## src/rtl/ram_stream_reader.sv

```systemverilog
// Sequential RAM reader that streams a frame of words out as an AXI-Stream master.
// A 2-entry skid buffer plus pop-aware read credit sustains one beat per cycle under backpressure.
module ram_stream_reader #(
  parameter int DATA_WIDTH = 8,
  parameter int ADDR_WIDTH = 8,
  parameter int LEN_WIDTH  = ADDR_WIDTH + 1
) (
  input  logic                  i_clk,
  input  logic                  i_rst,
  input  logic                  i_start,
  input  logic [ADDR_WIDTH-1:0] i_base_addr,
  input  logic [LEN_WIDTH-1:0]  i_length,
  output logic                  o_busy,
  output logic                  o_done,
  output logic                  o_rd_en,
  output logic [ADDR_WIDTH-1:0] o_rd_addr,
  input  logic [DATA_WIDTH-1:0] i_rd_data,
  input  logic                  i_rd_data_valid,
  output logic [DATA_WIDTH-1:0] o_m_axis_tdata,
  output logic                  o_m_axis_tvalid,
  output logic                  o_m_axis_tlast,
  input  logic                  i_m_axis_tready
);

  typedef enum logic {S_IDLE, S_RUN} state_t;

  state_t                state_q, state_d;
  logic [ADDR_WIDTH-1:0] addr_q, addr_d;
  logic [LEN_WIDTH-1:0]  issue_cnt_q, issue_cnt_d;
  logic [LEN_WIDTH-1:0]  beat_cnt_q, beat_cnt_d;
  logic                  done_q, done_d;
  logic                  inflight_q;

  logic [DATA_WIDTH-1:0] buf_mem_q [2];
  logic [1:0]            buf_cnt_q;
  logic                  wr_ptr_q, rd_ptr_q;

  logic                  push, pop, rd_en;
  logic [2:0]            credit;

  assign push = i_rd_data_valid;
  assign pop  = (buf_cnt_q != 2'd0) && i_m_axis_tready;

  // Words already buffered or in flight, minus the one leaving this cycle.
  assign credit = {1'b0, buf_cnt_q} + {2'b00, inflight_q} - {2'b00, pop};
  assign rd_en  = (state_q == S_RUN) && (issue_cnt_q != '0) && (credit < 3'd2);

  always_comb begin
    state_d     = state_q;
    addr_d      = addr_q;
    issue_cnt_d = issue_cnt_q;
    beat_cnt_d  = beat_cnt_q;
    done_d      = 1'b0;
    case (state_q)
      S_IDLE: begin
        if (i_start) begin
          addr_d      = i_base_addr;
          issue_cnt_d = i_length;
          beat_cnt_d  = i_length;
          if (i_length == '0) begin
            done_d = 1'b1;
          end else begin
            state_d = S_RUN;
          end
        end
      end
      S_RUN: begin
        if (rd_en) begin
          addr_d      = addr_q + ADDR_WIDTH'(1);
          issue_cnt_d = issue_cnt_q - LEN_WIDTH'(1);
        end
        if (pop) begin
          beat_cnt_d = beat_cnt_q - LEN_WIDTH'(1);
          if (beat_cnt_q == LEN_WIDTH'(1)) begin
            state_d = S_IDLE;
            done_d  = 1'b1;
          end
        end
      end
      default: state_d = S_IDLE;
    endcase
  end

  always_ff @(posedge i_clk or posedge i_rst) begin
    if (i_rst) begin
      state_q     <= S_IDLE;
      addr_q      <= '0;
      issue_cnt_q <= '0;
      beat_cnt_q  <= '0;
      done_q      <= 1'b0;
      inflight_q  <= 1'b0;
    end else begin
      state_q     <= state_d;
      addr_q      <= addr_d;
      issue_cnt_q <= issue_cnt_d;
      beat_cnt_q  <= beat_cnt_d;
      done_q      <= done_d;
      inflight_q  <= rd_en;
    end
  end

  genvar gi;
  generate
    for (gi = 0; gi < 2; gi++) begin : g_buf
      always_ff @(posedge i_clk or posedge i_rst) begin
        if (i_rst) begin
          buf_mem_q[gi] <= '0;
        end else if (push && (wr_ptr_q == 1'(gi))) begin
          buf_mem_q[gi] <= i_rd_data;
        end
      end
    end
  endgenerate

  always_ff @(posedge i_clk or posedge i_rst) begin
    if (i_rst) begin
      buf_cnt_q <= 2'd0;
      wr_ptr_q  <= 1'b0;
      rd_ptr_q  <= 1'b0;
    end else begin
      if (push) wr_ptr_q <= ~wr_ptr_q;
      if (pop)  rd_ptr_q <= ~rd_ptr_q;
      case ({push, pop})
        2'b10:   buf_cnt_q <= buf_cnt_q + 2'd1;
        2'b01:   buf_cnt_q <= buf_cnt_q - 2'd1;
        default: buf_cnt_q <= buf_cnt_q;
      endcase
    end
  end

  assign o_busy          = (state_q == S_RUN);
  assign o_done          = done_q;
  assign o_rd_en         = rd_en;
  assign o_rd_addr       = addr_q;
  assign o_m_axis_tvalid = (buf_cnt_q != 2'd0);
  assign o_m_axis_tdata  = buf_mem_q[rd_ptr_q];
  assign o_m_axis_tlast  = o_m_axis_tvalid && (beat_cnt_q == LEN_WIDTH'(1));

endmodule

```

## config.mk

```make
export PLATFORM = sky130hd
export DESIGN_NAME = ram_stream_reader
export DESIGN_NICKNAME = d
export VERILOG_FILES = /design/src/rtl/ram_stream_reader.sv
export SDC_FILE = /design/constraint.sdc
export NUM_CORES = 1
export LEC_CHECK = 0
export CAP_MARGIN = 10
export CORE_AREA = 2 2 73 75
export CTS_BUF_LIST = sky130_fd_sc_hd__clkbuf_8 sky130_fd_sc_hd__clkbuf_16
export DETAILED_ROUTE_END_ITERATION = 8
export DIE_AREA = 0 0 75 77
export PLACE_DENSITY = 0.81
export REMOVE_ABC_BUFFERS = 1
export SKIP_LAST_GASP = 1
export SLEW_MARGIN = 20
export SYNTH_ARGS = -nofsm -noshare
export SYNTH_HDL_FRONTEND = slang
export SYNTH_SLANG_ARGS = --single-unit
```

## constraint.sdc

```tcl
create_clock -name i_clk -period 5.4 [get_ports i_clk]
set_input_delay 1.08 -clock i_clk [delete_from_list [all_inputs] [get_ports i_clk]]
set_output_delay 1.08 -clock i_clk [all_outputs]
set_load 0.02 [all_outputs]
```

Word level (Yosys, flattened, before mapping)
Cells that the tools add are included.
{ "word_totals": {"in_bits": 30, "out_inout_bits": 21, "latchBits": 0, "ramBits": 0, "mem_bits_ro": 0, "regBits": 49, "n_memories": 0, "wordCells": 64} }
{ "op_classes": {"eq_ne": 6, "mul": 0, "add_sub_neg": 7, "n_mux": 22, "order_cmp": 2, "n_reduce_logical": 12, "n_bitwise": 4, "shifts": 0, "div_mod_pow": 0} }
{ "op_table": {"columns": ["op", "n"], "rows": [
  ["2-to-1 mux 8 bit", 5],
  ["case mux 9 bit (2 select lines)", 2],
  ["2-to-1 mux 9 bit", 3],
  ["subtractor 9 x 1 -> 9 bit, second input constant", 2],
  ["case mux 8 bit (2 select lines)", 1],
  ["== test 9 x 1 -> 1 bit, second input constant", 1],
  ["zero test 9 bit", 1],
  ["nonzero test 9 bit", 1],
  ["adder 8 x 1 -> 8 bit, second input constant", 1],
  ["2-to-1 mux 1 bit", 8],
  ["logical AND 1 bit", 6],
  ["inequality test 2 x 1 -> 1 bit, second input constant", 2],
  ["case mux 1 bit (2 select lines)", 2],
  ["case mux 2 bit (2 select lines)", 1],
  ["AND reduction 2 bit", 2],
  ["nonzero test 2 bit", 2],
  ["adder 2 x 1 -> 3 bit", 1],
  ["< comparator 3 x 2 -> 1 bit, second input constant", 1],
  ["inverter 1 bit", 3],
  ["subtractor 3 x 1 -> 3 bit", 1],
  ["adder 2 x 1 -> 2 bit, second input constant", 1],
  ["== test 2 x 1 -> 1 bit, second input constant", 1],
  ["== test 2 bit, second input constant", 1],
  [">= comparator 2 bit, second input constant", 1],
  ["3 further kinds", 3]
]} }

Logic depth before layout (Yosys ltp)
{ "logic_depth": {"word_depth": 7, "depth_mapped": 11, "mapped_depth_nobuf": 10} }

Worst setup path before layout
Ideal clock, no wire load.
{ "synth_timing": {"path_kind": "in2out", "start": "in i_m_axis_tready", "end": "out o_rd_en", "t_required_ns": 4.320, "stages": 8, "t_arrival_ns": 2.552, "setup_slack_ns": 1.768, "n_path_buf": 0, "cell_sequence": "nand2b_1 -> nor2_1 -> or2_2 -> nand2_1 -> fa_1 -> xnor2_1 -> nand3_1 -> nor2_2"} }
{ "synth_between": {"elab_chain_len": 4} }
{ "synth_rtl": {"columns": ["item", "line_no", "rtl"], "rows": [
  ["start: declaration", "22", "input logic i_m_axis_tready"],
  ["logical AND 1 bit", "42", "assign pop = (buf_cnt_q != 2'd0) && i_m_axis_tready;"],
  ["subtractor 3 x 1 -> 3 bit", "45", "assign credit = {1'b0, buf_cnt_q} + {2'b00, inflight_q} - {2'b00, pop};"],
  ["< comparator 3 x 2 -> 1 bit", "46", "assign rd_en = (state_q == S_RUN) && (issue_cnt_q != '0) && (credit < 3'd2);"],
  ["logical AND 1 bit", "46", null],
  ["end: declaration", "15", "output logic o_rd_en,"]
]} }
No other way between the ends.

Worst setup path in the final report
Ends and elaborated chain as after synthesis.

==> metrics.log <==
[metrics] GR peak layer: met2
[metrics] final routed wirelength across all metal layers: around 5400 um
[metrics] Routed Antenna Nets: 0
[metrics] cell with the most instances on the worst path: sky130_fd_sc_hd__clkdlybuf4s50_1
[metrics] path type of the worst setup path: in -> out
[metrics] kind of end point of the critical path: primary output
[metrics] Crit path arrival time: 3.80 ns
[metrics] Antenna Cells: 0
[metrics] final non-filler cell area: between 0.003 and 0.004 mm^2
[metrics] CTS resizes: 0
[metrics] final-report max-slew violation count: 0
[metrics] sequential-to-total area share from yosys stat: 46.7%
[metrics] layout cells sized above 1: 13.4%
[metrics] final setup fails: 0
[metrics] result of the run: complete, no violations
[metrics] critical path, cell by cell: clkdlybuf4s50_1, nand2b_1, nor2_1, or2_2, nand2_1, fa_1, xnor2_1, nand3_1, nor2_2, clkdlybuf4s50_1
[metrics] TritonCTS clock tree: built
[metrics] GR Util met1: 26.7%
[metrics] buffers from clock root to sink, at most: 2
[metrics] most frequent cells in the layout: sky130_fd_sc_hd__clkdlybuf4s50_1 (50), sky130_fd_sc_hd__dfrtp_1 (49), sky130_fd_sc_hd__nand2_1 (29)
[metrics] maximum achievable frequency: 205 MHz
[metrics] part of the cycle the worst path needs: 90.4%
[metrics] clock period minus final worst setup slack: 4.88 ns
[metrics] P per Cell Area: 551 mW/mm^2
[metrics] number of levels the H-tree was split into: 2
[metrics] setup skew after layout: around 0.0065 ns
[metrics] count of max-cap constraint violations: 0
[metrics] count of standard-cell rows: 26
[metrics] clock net sink count: 49
[metrics] number of synthesis warnings: 0
[metrics] clock input transition at the sequential cells of the worst setup and hold paths: approximately 0.080 ns
[metrics] xor and xnor area share after synthesis: roughly 1.3%
[metrics] drt drc: 0
[metrics] final-stage net count: 354
[metrics] share of the synthesized area in compound gates (AO/OA/AOI/OAI): 13.3%
[metrics] routed length per placed instance: about 14 um
[metrics] post-synthesis sequential element count: 49
[metrics] adder-cell area share of the yosys netlist: 2.67%
[metrics] First-pass DRT Iterations: 4
[metrics] x dimension of the die: 75 um
[metrics] clock network latency to the later pin of the worst-skew pair: 0.30 ns
[metrics] EDFF count, synth: 0
[metrics] via count of the first global-routing pass: between 2k and 2.5k
[metrics] Tightest Hold Check Type: reg -> reg
[metrics] detailed-route vias per instance: 5.55
[metrics] multiplexer share of the synthesized area: 12.2%
[metrics] number of buffers created by CTS: 5
[metrics] share of synthesized registers carrying an async set or reset: 100%
[metrics] Post-CTS Repair Setup Buffers: 0
[metrics] first-pass GRT wire length: between 9000 and 10000 um
[metrics] number of standard cells after synthesis: around 270
[metrics] Via Count: approximately 2.2k
[metrics] RSZ-0062 raised after global routing: false
[metrics] Total Neg Setup Slack: 0 ns
[metrics] number of different library cells in the post-synthesis netlist: 41
[metrics] standard cell core area: 0.00498 mm^2
[metrics] maximum net fanout on the critical path: 7
[metrics] CP Data Required Time: 4.32 ns
[metrics] global-route total usage across every layer: 19.6%
[metrics] critical path launch point type: input port
[metrics] detailed router's first-iteration violation count: 83
[metrics] predominant post-synthesis flop cell: sky130_fd_sc_hd__dfrtp_1
[metrics] largest family of logic cells by synthesized area: simple AND/OR/NAND/NOR gates
[metrics] GR Layer Usage met3: 4.47%
[metrics] post-synthesis simple-gate area fraction: 20.5%
[metrics] crit-path max cell delay: around 0.65 ns
[metrics] Finished Core Util: between 60% and 70%
[metrics] Rel. slew slack: 37.8%
[metrics] placer congestion estimate: 0.912
[metrics] P_leak: 1.37 nW
[metrics] dpl hpwl: 3720 um
[metrics] syn_area_per_cell: between 9 and 10 um^2
[metrics] maximum ir drop on the vdd rail: 0.349 mV
[metrics] largest net degree at the start of global routing: 50
[metrics] instance area at placement: 0.00317 mm^2
[metrics] leading cell type in the layout, fill and taps excluded: sky130_fd_sc_hd__clkdlybuf4s50_1
[metrics] number of antenna violations at the first check in global routing: 0
[metrics] met2 usage: about a third
[metrics] die area: just under 0.006 mm^2
[metrics] vertical die dimension: 77 um
[metrics] P&R area growth vs syn: 24.6%
[metrics] cell area after synthesis: ~0.0026 mm^2
[metrics] clock root cell: sky130_fd_sc_hd__clkbuf_8
[metrics] number of placed I/O pins: 51
[metrics] I/O Buffers: 50
[metrics] GR Overflow Total: 0
[metrics] Initial Utilization: 52.7%
[metrics] highest-delay cell along the critical path: sky130_fd_sc_hd__clkdlybuf4s50_1
[metrics] hold-fix buffers at CTS: 0
[metrics] Slew @ Worst Pin: 0.933 ns
[metrics] Final Hold Violating Endpoints: 0
[metrics] Total Power: 1.80 mW
[cells by family (layout without fill, tap and decap cells)]
family                     after synthesis  after routing
AOI/OAI and AO/OA                       59             59
xor gates and xnor gates                 4              4
adders and majority gates                5              5
buffers and inverters                   22             68
DFF                                     49             49
muxes                                   29             29
and+or+nand+nor                        106            106
[metal layers]
| layer | vias to the layer above | part of all wire (%) |
|---|---|---|
| met5 | - | 0 |
| met4 | 0 | 0.87 |
| met3 | 6 | 4.5 |
| met2 | 55 | 49 |
| met1 | 1032 | 46 |
| li1 | 1072 | - |
[final timing paths]
| path | endpoint | from | cells after the start | slack (ns) |
|---|---|---|---|---|
| worst max-delay path | o_rd_en | i_m_axis_tready | 10 | 0.52 |
| worst min-delay path | wr_ptr_q | wr_ptr_q | 1 | 0.50 |
| min in group asynchronous | buf_mem_q[3] | i_rst | 2 | 1.25 |
| worst min register to register | wr_ptr_q | wr_ptr_q | 1 | 0.50 |
| max in group asynchronous | o_rd_addr[4] | i_rst | 2 | 3.63 |
| worst max register to register | o_rd_addr[0] | buf_cnt_q[1] | 10 | 2.39 |
[cell usage after synthesis, types with 4 or more instances]
library cell                n  area, um^2
sky130_fd_sc_hd__o21ai_0   15        75.1
sky130_fd_sc_hd__mux2i_1    5        50.1
sky130_fd_sc_hd__o22ai_1    4        25.0
sky130_fd_sc_hd__dfrtp_1   49        1230
sky130_fd_sc_hd__nand3_1   18        90.1
sky130_fd_sc_hd__mux2_2    24         270
sky130_fd_sc_hd__nand2b_1   4        25.0
sky130_fd_sc_hd__nor2b_1    6        37.5
sky130_fd_sc_hd__nor3_1     5        25.0
sky130_fd_sc_hd__a21oi_1   24         120
sky130_fd_sc_hd__nand2_1   29         109
sky130_fd_sc_hd__nor2_1    24        90.1
sky130_fd_sc_hd__inv_1      9        33.8
sky130_fd_sc_hd__ha_1       4        50.1
sky130_fd_sc_hd__clkbuf_1  11        41.3
sky130_fd_sc_hd__nand4_1    4        25.0
[worst max-delay path: cells and delay by family]
family | cells | cell delay, ns
adders and majority gates | 1 | 0.37
buffers and inverters | 2 | 1.17
xor gates and xnor gates | 1 | 0.15
and+or+nand+nor | 6 | 1.02
[area by class of cell]
class / instances / area, um^2
inverter: 9 / 35.0
timing repair buffer: 51 / 508
fill: 419 / 1710
sequential: 49 / 1230
multi-input combinational: 203 / 1310
tap: 70 / 87.6
clock buffer: 7 / 96.3
clock inverter: 1 / 5.00
[through the flow]
stage               cells  setup WS [ns]  hold slack (ns)
global route          390          0.281            0.507
global placement      382          0.583            0.476
CTS                   390          0.527            0.494
floorplan             261           1.71            0.463
detailed placement    382          0.537            0.481
finish                390          0.517            0.496
[power by group]
group / leakage [nW] / internal, mW / switching [mW]
registers: 0.580 / 0.537 / 0.155
clock network: 0.0542 / 0.116 / 0.117
logic: 0.741 / 0.436 / 0.442
[sequential cells by signal, indices dropped and copies added (netlist names)]
register     cells
o_done           1
buf_cnt_q        2
wr_ptr_q         1
o_rd_addr        8
inflight_q       1
o_busy           1
issue_cnt_q      9
buf_mem_q       16
rd_ptr_q         1
beat_cnt_q       9
No activity file was read; power rests on OpenSTA's default activity.
